**src/rtl/core_bus_arbiter.sv**
```systemverilog
// core_bus_arbiter: merges the core's instruction-fetch port and data port onto
// one shared single-port memory bus (cyc/ack handshake). Requests are served one
// at a time with round-robin priority on contention. Read data is returned to the
// owning port, and a transfer is aborted if the slave never acks.
module core_bus_arbiter #(
    parameter int unsigned ADDR_WIDTH = 32,
    parameter int unsigned DATA_WIDTH = 32,
    parameter int unsigned TIMEOUT    = 16
) (
    input  logic                  clk_i,
    input  logic                  rst_i,
    input  logic                  im_req_i,
    input  logic [ADDR_WIDTH-1:0] im_addr_i,
    output logic [DATA_WIDTH-1:0] im_rdata_o,
    output logic                  im_ack_o,
    input  logic                  dm_req_i,
    input  logic                  dm_we_i,
    input  logic [ADDR_WIDTH-1:0] dm_addr_i,
    input  logic [DATA_WIDTH-1:0] dm_wdata_i,
    output logic [DATA_WIDTH-1:0] dm_rdata_o,
    output logic                  dm_ack_o,
    output logic                  stall_req_o,
    output logic                  bus_cyc_o,
    output logic                  bus_we_o,
    output logic [ADDR_WIDTH-1:0] bus_addr_o,
    output logic [DATA_WIDTH-1:0] bus_wdata_o,
    input  logic [DATA_WIDTH-1:0] bus_rdata_i,
    input  logic                  bus_ack_i,
    output logic                  bus_err_o
);

    // Counter only needs to reach TIMEOUT-1.
    localparam int unsigned      CNT_W    = (TIMEOUT > 1) ? $clog2(TIMEOUT) : 1;
    localparam logic [CNT_W-1:0] CNT_LAST = (TIMEOUT > 0) ? CNT_W'(TIMEOUT - 1) : '0;

    typedef enum logic [1:0] {
        IDLE,
        D_BUSY,
        I_BUSY
    } state_t;

    typedef enum logic {
        GRANT_INST,
        GRANT_DATA
    } grant_t;

    state_t                 state;
    grant_t                 last_grant;
    logic [CNT_W-1:0]       cnt;

    logic                   grant_data;
    logic                   timed_out;
    logic                   finish;
    logic [DATA_WIDTH-1:0]  xfer_rdata;

    // Grant selection and completion detection for the current cycle.
    always_comb begin
        grant_data = dm_req_i & (~im_req_i | (last_grant == GRANT_INST));
        timed_out  = (TIMEOUT != 0) && (cnt == CNT_LAST);
        finish     = bus_ack_i | timed_out;
        xfer_rdata = bus_ack_i ? bus_rdata_i : '0;
    end

    // Stall the pipeline while any requester is waiting for its ack.
    always_comb begin
        stall_req_o = (dm_req_i & ~dm_ack_o) | (im_req_i & ~im_ack_o);
    end

    // Arbitration FSM with registered bus and completion outputs.
    always_ff @(posedge clk_i) begin
        if (rst_i) begin
            state       <= IDLE;
            last_grant  <= GRANT_INST;
            cnt         <= '0;
            im_rdata_o  <= '0;
            im_ack_o    <= 1'b0;
            dm_rdata_o  <= '0;
            dm_ack_o    <= 1'b0;
            bus_cyc_o   <= 1'b0;
            bus_we_o    <= 1'b0;
            bus_addr_o  <= '0;
            bus_wdata_o <= '0;
            bus_err_o   <= 1'b0;
        end else begin
            im_ack_o  <= 1'b0;
            dm_ack_o  <= 1'b0;
            bus_err_o <= 1'b0;
            case (state)
                IDLE: begin
                    // The ack cycle is spent idle so the finishing requester
                    // cannot be re-granted on its still-asserted request.
                    if (!im_ack_o && !dm_ack_o && (im_req_i || dm_req_i)) begin
                        bus_cyc_o <= 1'b1;
                        cnt       <= '0;
                        if (grant_data) begin
                            bus_we_o    <= dm_we_i;
                            bus_addr_o  <= dm_addr_i;
                            bus_wdata_o <= dm_wdata_i;
                            last_grant  <= GRANT_DATA;
                            state       <= D_BUSY;
                        end else begin
                            bus_we_o    <= 1'b0;
                            bus_addr_o  <= im_addr_i;
                            bus_wdata_o <= '0;
                            last_grant  <= GRANT_INST;
                            state       <= I_BUSY;
                        end
                    end
                end
                D_BUSY, I_BUSY: begin
                    if (finish) begin
                        bus_cyc_o <= 1'b0;
                        bus_err_o <= ~bus_ack_i;
                        cnt       <= '0;
                        state     <= IDLE;
                        if (state == D_BUSY) begin
                            dm_ack_o   <= 1'b1;
                            dm_rdata_o <= bus_we_o ? '0 : xfer_rdata;
                        end else begin
                            im_ack_o   <= 1'b1;
                            im_rdata_o <= xfer_rdata;
                        end
                    end else begin
                        cnt <= cnt + 1'b1;
                    end
                end
                default: state <= IDLE;
            endcase
        end
    end

endmodule

```
**config.mk**
```make
export PLATFORM = sky130hd
export DESIGN_NAME = core_bus_arbiter
export DESIGN_NICKNAME = d
export VERILOG_FILES = /design/src/rtl/core_bus_arbiter.sv
export SDC_FILE = /design/constraint.sdc
export NUM_CORES = 1
export LEC_CHECK = 0
export ABC_AREA = 1
export CORE_MARGIN = 1
export CORE_UTILIZATION = 30
export CTS_CLUSTER_SIZE = 25
export DETAILED_ROUTE_END_ITERATION = 8
export SLEW_MARGIN = 25
export SYNTH_ARGS = -nofsm -noshare
export SYNTH_HDL_FRONTEND = slang
export SYNTH_SLANG_ARGS = --single-unit
```
**constraint.sdc**
```tcl
create_clock -name clk_i -period 1.77 [get_ports clk_i]
set_input_delay 0.531 -clock clk_i [delete_from_list [all_inputs] [get_ports clk_i]]
set_output_delay 0.531 -clock clk_i [all_outputs]
set_load 0.1 [all_outputs]
```
==> PnR_summary.wiki <==
{| class="wikitable"
! Metric !! Value
|-
| Run status || finished clean
|-
| Number of clock sinks || 140
|-
| Starting DRT DRC Count || 267
|-
| Required time of the critical path || 1.24 ns
|-
| Chain of cells forming the critical path || dlygate4sd2_1, inv_2, o22ai_4, buf_12
|-
| Wire length of the first global-routing pass || 30900 um
|-
| Cell types occupying the most area after synthesis || dfxtp_1 47%, nand2_1 23%, a21oi_1 11%
|-
| Layout cells sized above 1 || 19.0%
|-
| Worst-case setup margin in the final layout || 0.0487 ns
|-
| Clock period minus final worst setup slack || 1.72 ns
|-
| Vertical extent of the die || 144 um
|-
| Hpwl dp || 14100 um
|-
| Placeable core region || 19500 um^2
|-
| Flop and latch count out of synthesis || 140
|-
| Final Hold Violating Endpoints || 0
|-
| Initial core utilization || 30.8%
|-
| Post-place instance area || 10500 um^2
|-
| Setup Fix Bufs, Post-CTS || 0
|-
| Most used standard cells in the synthesized netlist || 372 x nand2_1, 140 x dfxtp_1, 131 x a21oi_1
|-
| Worst Tran Pin Value || 0.444 ns
|-
| Gate count of the mapped netlist || 879
|-
| DR pass1 iterations || 5
|-
| Die Area || 20600 um^2
|-
| Arr. time, crit path || 1.19 ns
|-
| Worst path slowest cell || dlygate4sd2_1
|-
| Overflow after GRT || 0
|-
| Number of distinct library cells after synthesis || 25
|-
| Share of async-settable or async-resettable flops after synthesis || 0%
|-
| Classification of the worst-slack hold path || input pin to flip-flop
|-
| Delay of the slowest cell on the worst path || 0.24 ns
|-
| Worst hold margin || 0.431 ns
|-
| Initial antenna violation count || 0
|-
| Total number of vias || 6282
|-
| Yosys top cell area share || 46.6%
|-
| Worst IR Drop VDD || 711 uV
|-
| Sequential cell area fraction in the yosys report || 46.6%
|-
| Total Power || 11.5 mW
|-
| ANT cells || 0
|-
| Buffers added on ports || 267
|-
| Total track usage || 19.5%
|-
| Max-cap violations || 0
|-
| Number of global-route vias before repair || 5743
|-
| Largest delay contributor family on the critical path || buffers and inverters
|-
| Most repeated cell in the gate-level netlist after synthesis || nand2_1
|-
| Leakage Power || 4.75 nW
|-
| Largest net degree at the start of global routing || 71
|-
| Post-Synthesis Cell Area || 6010 um^2
|-
| Setup-violating endpoint count in the final report || 0
|-
| Largest fanout on the critical path || 2
|-
| Clock root buffer || clkbuf_16
|-
| Number of standard-cell rows in the floorplan || 51
|-
| Worst slack at placement || -0.304 ns
|-
| TritonCTS clock tree || yes
|-
| Number of buffer and inverter instances along the worst setup path || 3
|-
| Start-to-end type of the worst setup path || input pin to primary output
|-
| Most used DFF post-synth || dfxtp_1
|-
| GPL Wtd Cong || 0.821
|-
| Final worst-path cycle share || 97.2%
|-
| Number of enable flip-flop cells after synthesis || 0
|-
| Mean number of vias per cell || 4.42
|-
| Peak clock frequency supported by timing || 0.581 GHz
|-
| Worst min-delay path startpoint || rst_i
|-
| Ports || 268
|-
| Area of all placed cells without fillers || 11100 um^2
|-
| X dimension of the die || 144 um
|-
| Clock-pin transition on the worst setup and hold timing paths || 0.06 ns
|-
| Number of H-tree levels || 4
|-
| Routed wire length || 20100 um
|-
| Startpoint of the most critical setup path || im_req_i
|-
| DRC violation count after routing || 0
|-
| Number of warnings reported in the yosys synthesis log || 0
|-
| Worst relative slew slack || 70.4%
|-
| PwrDens || 1040 nW/um^2
|-
| Average wire per standard cell || 14.1 um
|-
| Area added between synthesis and finish || 84.6%
|-
| Worst skew pair latency || 0.41 ns
|-
| Unrepaired setup endpoints after global routing || false
|-
| Avg Synthesized Cell Area || 6.84 um^2
|-
| Startpoint of the worst register-to-register path || state[0]
|-
| TritonCTS Buffers || 17
|-
| Final net count || 1279
|-
| Crit path capture type || primary output
|-
| Number of nets produced by synthesis || 1016
|-
| Largest area contributor in the synthesized netlist || dfxtp_1
|-
| Clock tree buffer depth || 2
|-
| Startpoint class of the critical path || input pin
|-
| DRT antenna net count || 0
|-
| Worst setup skew after layout || 0.00937 ns
|-
| Final max-slew violation count || 0
|}
-- stage by stage --
step	std cells	util, %	TNS (ns)
2_1_floorplan	879	-	0
3_3_place_gp	1388	53.6	-27.92
3_5_place_dp	1388	53.6	-28.84
4_1_cts	1420	56.8	0
5_1_grt	1420	56.8	0
6_report	1420	56.8	0
-- routing by layer --
metal | share of wire [%] | track usage (%) | wire, um
met1 | 44 | 24.7 | 8860
met2 | 49 | 32.7 | 9910
met3 | 5.3 | 4.57 | 1070
met4 | 1.2 | 6.33 | 232
met5 | 0 | 0 | 0
-- final timing paths --
path / end / slack [ns] / cells after the start
max: stall_req_o / 0.05 / 4
min: im_rdata_o[28] / 0.43 / 2
max reg2reg: im_rdata_o[0] / 0.10 / 7
min reg2reg: state[1] / 0.46 / 2
-- cell type report --
| class | count | area, um^2 |
|---|---|---|
| timing repair buffer | 301 | 4420 |
| inverter | 73 | 274 |
| clock buffer | 21 | 460 |
| fill | 1805 | 8440 |
| multi-input combinational | 609 | 2640 |
| clock inverter | 11 | 166 |
| tap | 265 | 332 |
| sequential | 140 | 2810 |
-- worst register-to-register path: stages, from the launching register on --
cell	delay (ns)
dfxtp_1	0.37
inv_1	0.06
ha_1	0.43
inv_2	0.12
a21oi_4	0.16
buf_4	0.21
nand3_1	0.10
a21oi_1	0.15
-- logic make-up after synthesis --
group                      share of synthesized area (%)
DFF                                                 46.6
and+or+nand+nor                                     31.2
adders and majority gates                          0.625
AOI/OAI and AO/OA                                   11.8
buffers and inverters                               9.73
-- report_power, final --
part,internal (mW),switching (mW)
Sequential,3.39,0.242
Combinational,1.53,2.55
Clock,2.43,1.38
Total,7.35,4.17
-- what timing repair did --
item | CTS | global route
hold buffers | 0 | 0
gates resized for setup | 3 | 1
setup endpoints to repair | 1 | 1
gates cloned | 0 | 0
-- flip-flops by register name (all words and copies together), names as in the netlist --
| name | cells |
|---|---|
| bus_addr_o | 32 |
| bus_cyc_o | 1 |
| bus_err_o | 1 |
| bus_wdata_o | 32 |
| bus_we_o | 1 |
| cnt | 4 |
| dm_ack_o | 1 |
| dm_rdata_o | 32 |
| im_ack_o | 1 |
| im_rdata_o | 32 |
| last_grant | 1 |
| state | 2 |
-- cells in the final DEF, fill, tap and decap left out, types with 2 or more instances in the layout --
cell / synthesis / layout
nand2_1: 372 / 372
buf_12: 0 / 146
dfxtp_1: 140 / 137
a21oi_1: 131 / 131
clkdlybuf4s50_1: 0 / 130
inv_1: 70 / 69
nand3_1: 45 / 45
nor2_1: 41 / 41
buf_4: 4 / 23
clkbuf_16: 0 / 17
nand3_2: 4 / 4
bufinv_16: 0 / 4
inv_2: 2 / 3
a21oi_2: 3 / 3
ha_1: 3 / 3
dfxtp_2: 0 / 3
clkinv_2: 0 / 3
clkinvlp_4: 0 / 3
nand2_2: 2 / 2
clkbuf_1: 18 / 2
clkbuf_8: 0 / 2
No activity file was read; power rests on OpenSTA's default activity.
